**src/rtl/clk_div_ctrl.sv**
```systemverilog
// clk_div_ctrl: arbitrates divisor-change requests from two requesters and
// sequences the downstream clock divider through reset, reload and settle.
// A legal request holds the divider in reset for two cycles, loads the new
// divisor as reset is released, waits SETTLE_CYC cycles, then acks.
// Divisors below 2 are rejected immediately with err alongside ack.
module clk_div_ctrl #(
  parameter int unsigned DEFAULT_MODE = 2,
  parameter int unsigned SETTLE_CYC   = 4
) (
  input  logic        clk_100MHz,
  input  logic        rst_n,
  input  logic        req0,
  input  logic        req1,
  input  logic [30:0] mode0,
  input  logic [30:0] mode1,
  output logic        ack0,
  output logic        ack1,
  output logic        err0,
  output logic        err1,
  output logic [30:0] clk_mode,
  output logic        div_rst_n,
  output logic        busy
);

  typedef enum logic [1:0] {
    IDLE   = 2'd0,
    HOLD   = 2'd1,
    SETTLE = 2'd2,
    DONE   = 2'd3
  } state_t;

  state_t      state_reg, state_next;

  // Requester that owns the current transaction and whether it was rejected
  logic        grant_reg, grant_next;
  logic        rej_reg, rej_next;

  // Round-robin pointer: 0 favours req0 on a tie, 1 favours req1
  logic        prio_reg, prio_next;

  // Divisor latched at grant time; req/mode are ignored after leaving IDLE
  logic [30:0] mode_reg, mode_next;

  // HOLD is two cycles long: hold_cnt_reg marks the second one
  logic        hold_cnt_reg, hold_cnt_next;
  logic [7:0]  settle_cnt_reg, settle_cnt_next;

  logic [30:0] clk_mode_reg, clk_mode_next;
  logic        div_rst_n_reg, div_rst_n_next;

  // Arbitration results for the current cycle
  logic [1:0]  req_vec;
  logic        any_req;
  logic        grant_sel;
  logic [30:0] mode_sel;
  logic        mode_illegal;

  logic [1:0]  ack_vec;
  logic [1:0]  err_vec;

  assign req_vec = {req1, req0};
  assign any_req = |req_vec;

  // Pick a requester: on a tie use the pointer, otherwise whoever is asking
  always_comb begin
    grant_sel = 1'b0;
    if (req_vec == 2'b11) begin
      grant_sel = prio_reg;
    end else begin
      grant_sel = req_vec[1];
    end
  end

  assign mode_sel     = grant_sel ? mode1 : mode0;
  // Unsigned comparison across all 31 bits, so large divisors stay legal
  assign mode_illegal = (mode_sel < 31'd2);

  // Next-state and datapath decisions for the sequencing FSM
  always_comb begin
    state_next      = state_reg;
    grant_next      = grant_reg;
    rej_next        = rej_reg;
    prio_next       = prio_reg;
    mode_next       = mode_reg;
    hold_cnt_next   = hold_cnt_reg;
    settle_cnt_next = settle_cnt_reg;
    clk_mode_next   = clk_mode_reg;

    case (state_reg)
      IDLE: begin
        if (any_req) begin
          grant_next    = grant_sel;
          prio_next     = ~grant_sel;
          mode_next     = mode_sel;
          rej_next      = mode_illegal;
          hold_cnt_next = 1'b0;
          state_next    = mode_illegal ? DONE : HOLD;
        end
      end
      HOLD: begin
        if (hold_cnt_reg) begin
          // New divisor appears exactly as the divider leaves reset
          clk_mode_next   = mode_reg;
          settle_cnt_next = 8'(SETTLE_CYC - 1);
          state_next      = SETTLE;
        end else begin
          hold_cnt_next = 1'b1;
        end
      end
      SETTLE: begin
        if (settle_cnt_reg == 8'd0) begin
          state_next = DONE;
        end else begin
          settle_cnt_next = settle_cnt_reg - 8'd1;
        end
      end
      DONE: begin
        state_next = IDLE;
      end
      default: begin
        state_next = IDLE;
      end
    endcase

    // Divider reset is low only while the FSM sits in HOLD
    div_rst_n_next = (state_next != HOLD);
  end

  // State register
  always_ff @(posedge clk_100MHz) begin
    if (!rst_n) begin
      state_reg <= IDLE;
    end else begin
      state_reg <= state_next;
    end
  end

  // Transaction bookkeeping and downstream divider outputs
  always_ff @(posedge clk_100MHz) begin
    if (!rst_n) begin
      grant_reg      <= 1'b0;
      rej_reg        <= 1'b0;
      prio_reg       <= 1'b0;
      mode_reg       <= 31'd0;
      hold_cnt_reg   <= 1'b0;
      settle_cnt_reg <= 8'd0;
      clk_mode_reg   <= 31'(DEFAULT_MODE);
      div_rst_n_reg  <= 1'b0;
    end else begin
      grant_reg      <= grant_next;
      rej_reg        <= rej_next;
      prio_reg       <= prio_next;
      mode_reg       <= mode_next;
      hold_cnt_reg   <= hold_cnt_next;
      settle_cnt_reg <= settle_cnt_next;
      clk_mode_reg   <= clk_mode_next;
      div_rst_n_reg  <= div_rst_n_next;
    end
  end

  // Completion pulses go only to the requester that owns the transaction
  for (genvar gi = 0; gi < 2; gi++) begin : g_resp
    assign ack_vec[gi] = (state_reg == DONE) && (grant_reg == 1'(gi));
    assign err_vec[gi] = ack_vec[gi] && rej_reg;
  end

  assign ack0      = ack_vec[0];
  assign ack1      = ack_vec[1];
  assign err0      = err_vec[0];
  assign err1      = err_vec[1];
  assign clk_mode  = clk_mode_reg;
  assign div_rst_n = div_rst_n_reg;
  assign busy      = (state_reg != IDLE);

endmodule

```
**config.mk**
```make
export PLATFORM = sky130hd
export DESIGN_NAME = clk_div_ctrl
export DESIGN_NICKNAME = d
export VERILOG_FILES = /design/src/rtl/clk_div_ctrl.sv
export SDC_FILE = /design/constraint.sdc
export NUM_CORES = 1
export LEC_CHECK = 0
export CAP_MARGIN = 10
export CORE_MARGIN = 2
export CORE_UTILIZATION = 42
export DETAILED_ROUTE_END_ITERATION = 7
export PLACE_DENSITY = 0.78
export SYNTH_ARGS = -nofsm -noshare
export SYNTH_HDL_FRONTEND = slang
export SYNTH_SLANG_ARGS = --single-unit
```
**constraint.sdc**
```tcl
create_clock -name clk_100MHz -period 1.65 [get_ports clk_100MHz]
set_input_delay 0.165 -clock clk_100MHz [delete_from_list [all_inputs] [get_ports clk_100MHz]]
set_output_delay 0.165 -clock clk_100MHz [all_outputs]
set_load 0.1 [all_outputs]
```
==> flow_summary.json <==
{
  "hold_path_startpoint": "mode1[0]",
  "drive_gt1_share_pct": 20.6,
  "arrival_ns": 2.08,
  "grt_pass1_wl_mm": 15.6,
  "syn_area_per_cell_um2": 7.93,
  "end_kind": "flop",
  "crit_slowest_cell": "or4_1",
  "synth_xor_area_share_pct": 0,
  "path_clk_slew_ns": 0.08,
  "n_antenna_cell": 0,
  "grt.total_usage_pct": 22.6,
  "synth.area.top_cells": "dfxtp_1 (47%), nand2_1 (15%), a311oi_1 (8.2%), a21oi_1 (5.0%), nor2_1 (4.3%)",
  "rsz0062_at_grt": "true",
  "synthAdderAreaFrac_pct": 0.379,
  "route.detailed.drc": 0,
  "drt_iter0_drc": 166,
  "violations": "setup timing",
  "critPathLaunch": "settle_cnt_reg[0]$_SDFFE_PN0P_",
  "fin_skew_ns": 0.00744,
  "cts.htree.levels": 3,
  "yosys_warnings": 0,
  "hp-class": "in2reg",
  "nets": 597,
  "first_pass_iters": 4,
  "grt-ovfl-total": 0,
  "syn-instance-count": 416,
  "tns_ns": -1.09,
  "worstSetupPathType": "reg2reg",
  "yosysUniqueCellTypes": 36,
  "placedCellCount": 616,
  "setup_ws_ns": -0.150,
  "crit_path_cell_trace": "or3_1 > or4_1 > a2111o_1 > nand2_1",
  "fp.dieW_um": 92.7,
  "cts_max_path_buffers": 2,
  "start_util_pct": 42.9,
  "drt_wl_total_mm": 9.53,
  "seq_area_frac_synth_pct": 46.7,
  "synth_simple_gate_area_share_pct": 29.0,
  "slew_headroom_pct": 79.2,
  "crit_required_ns": 1.93,
  "hold_buffers": 0,
  "seqPwrFrac_pct": 44.1,
  "rr_startpoint": "settle_cnt_reg[0]$_SDFFE_PN0P_",
  "p_switching_uw": 1430,
  "root_buffer": "clkbuf_8",
  "worst_pin_slew_ns": 0.310,
  "path_depth": 4,
  "grt_pass1_vias": 3427,
  "r2r_slack_ns": -0.15,
  "die_area_um2": 8580,
  "setup_violations": 9,
  "viasPerCell": 5.43,
  "p_int_uw": 3370,
  "p_per_area_nw_per_um2": 925,
  "combPwrFrac_pct": 25.3,
  "swShare_pct": 29.8,
  "hpwl_mm": 7.00,
  "cp_top_family": "simple AND/OR/NAND/NOR gates",
  "cts_tree": "built",
  "outcome": "complete, but fails checks",
  "layoutNonFillerInstCount": 636,
  "ys_seq_elements": 77,
  "rows": 32,
  "leakage_uw": 0.00202,
  "critPathLaunchType": "flop",
  "mostFrequentLayoutCell": "nand2_1",
  "clkPwrFrac_pct": 30.6,
  "synth_compound_area_share_pct": 18.3,
  "numCtsBuffers": 9,
  "final_cell_mix": "nand2_1 (132), dfxtp_1 (75), clkdlybuf4s50_1 (65)",
  "wl_per_cell_um": 15.0,
  "hold_violations": 0,
  "yosysTopAreaCell": "dfxtp_1",
  "ir_drop_uv": 407,
  "worstReg2RegEnd": "settle_cnt_reg[7]$_SDFFE_PN0P_",
  "gp_congestion": 0.876,
  "area_growth_pct": 56.9,
  "synth_top_family_by_area": "simple AND/OR/NAND/NOR gates",
  "worstRegToRegCells": 4,
  "drv_cap": 0,
  "critPathMaxFanout": 4,
  "critPathCapture": "settle_cnt_reg[7]$_SDFFE_PN0P_",
  "pin_count": 103,
  "netlist_area_um2": 3300,
  "antenna_found_initial": 0,
  "fmax_mhz": 555,
  "drv_slew": 0,
  "period_needed_ns": 1.80,
  "synth_mux_area_share_pct": 0.910,
  "via_count": 3454,
  "core_um2": 7690,
  "max_stage_delay_ns": 0.47,
  "numPortBuffers": 102,
  "insertion_delay_ns": 0.34,
  "post-route-period-util_pct": 109,
  "syn_nets": 483,
  "path_buf_inv": 0,
  "ant_nets": 0,
  "cts_sinks": 77,
  "grt_start_max_net_pins": 57,
  "die_h_um": 92.7,
  "synth_top_area_share_pct": 46.7
}
metal layers:
| metal | part of all wire [%] | global-route usage, % |
|---|---|---|
| met1 | 41 | 27.8 |
| met2 | 49 | 38.3 |
| met3 | 6.4 | 4.39 |
| met4 | 2.8 | 10.3 |
| met5 | 0 | 0 |
per-stage QoR:
step           utilization, %  total power [uW]  setup WS [ns]  cell area [um^2]  hold slack [ns]
3_3_place_gp             63.5              3280         -0.158              4880            0.440
2_1_floorplan               -              2810        -0.0678              3330            0.324
5_1_grt                  67.4              4990         -0.205              5180            0.406
6_report                 67.4              4790         -0.150              5180            0.399
3_5_place_dp             63.5              3310         -0.175              4880            0.444
4_1_cts                  66.7              4790         -0.126              5130            0.388
synth_stat cells (all sizes together):
library cell / number
clkbuf: 24
a2111o: 3
or2: 5
nor4: 11
dfxtp: 77
and2b: 1
o41ai: 1
o21ai: 3
mux2i: 3
o2111ai: 3
a2111oi: 1
nand4: 2
a21oi: 34
a311oi: 32
a211oi: 3
or3b: 1
o211a: 1
inv: 5
nor2: 38
and4: 3
and3: 1
buf: 6
nand3b: 1
nand3: 8
nand2b: 2
nand2: 132
and2: 3
ha: 1
or4: 5
nor3: 3
or3: 3
how the worst min path moves through the flow:
stage	endpoint	slack (ns)	cells past startpoint
finish	mode_reg[0]$_SDFFE_PN0P_	0.40	3
global route	mode_reg[0]$_SDFFE_PN0P_	0.41	3
CTS	mode_reg[0]$_SDFFE_PN0P_	0.39	3
detailed placement	clk_mode[2]$_SDFFE_PN0P_	0.44	2
global placement	clk_mode[26]$_SDFFE_PN0P_	0.44	2
floorplan	mode_reg[0]$_SDFFE_PN0P_	0.32	2
cell families (layout without fill, tap and decap cells):
| logic type | count (synthesis) | in the layout |
|---|---|---|
| adder cells (fa/ha/maj) | 1 | 1 |
| buffers and inverters | 35 | 153 |
| AND/OR/NAND/NOR | 219 | 219 |
| AO/OA/AOI/OAI | 81 | 81 |
| multiplexers | 3 | 3 |
| flip-flops | 77 | 77 |
final cells by class:
type	instances	area [um^2]
well taps	102	128
inverters	5	18.8
clock inverters	3	43.8
repair buffers	133	1610
flip-flops and latches	77	1540
multi-input cells	304	1670
clock buffers	12	165
fillers	610	2510
worst reg2reg max path, stage by stage (launching register included):
cell and delay (ns):
dfxtp_2 0.33, or3_1 0.44, or4_1 0.47, a2111o_1 0.42, nand2_1 0.08
power by group through the flow:
stage	registers (uW)	clock network (uW)	logic [uW]
2_1_floorplan	2280	0	526
3_3_place_gp	2150	0	1130
3_5_place_dp	2150	0	1160
4_1_cts	2110	1490	1180
5_1_grt	2130	1560	1300
6_report	2110	1470	1210
repair_timing:
action                                  4_1_cts  5_1_grt
pin swaps                                     1        2
endpoints found under the setup margin        8       18
gates resized for setup                       4        9
setup buffers                                 3        2
(Power assumes the default switching activity.)
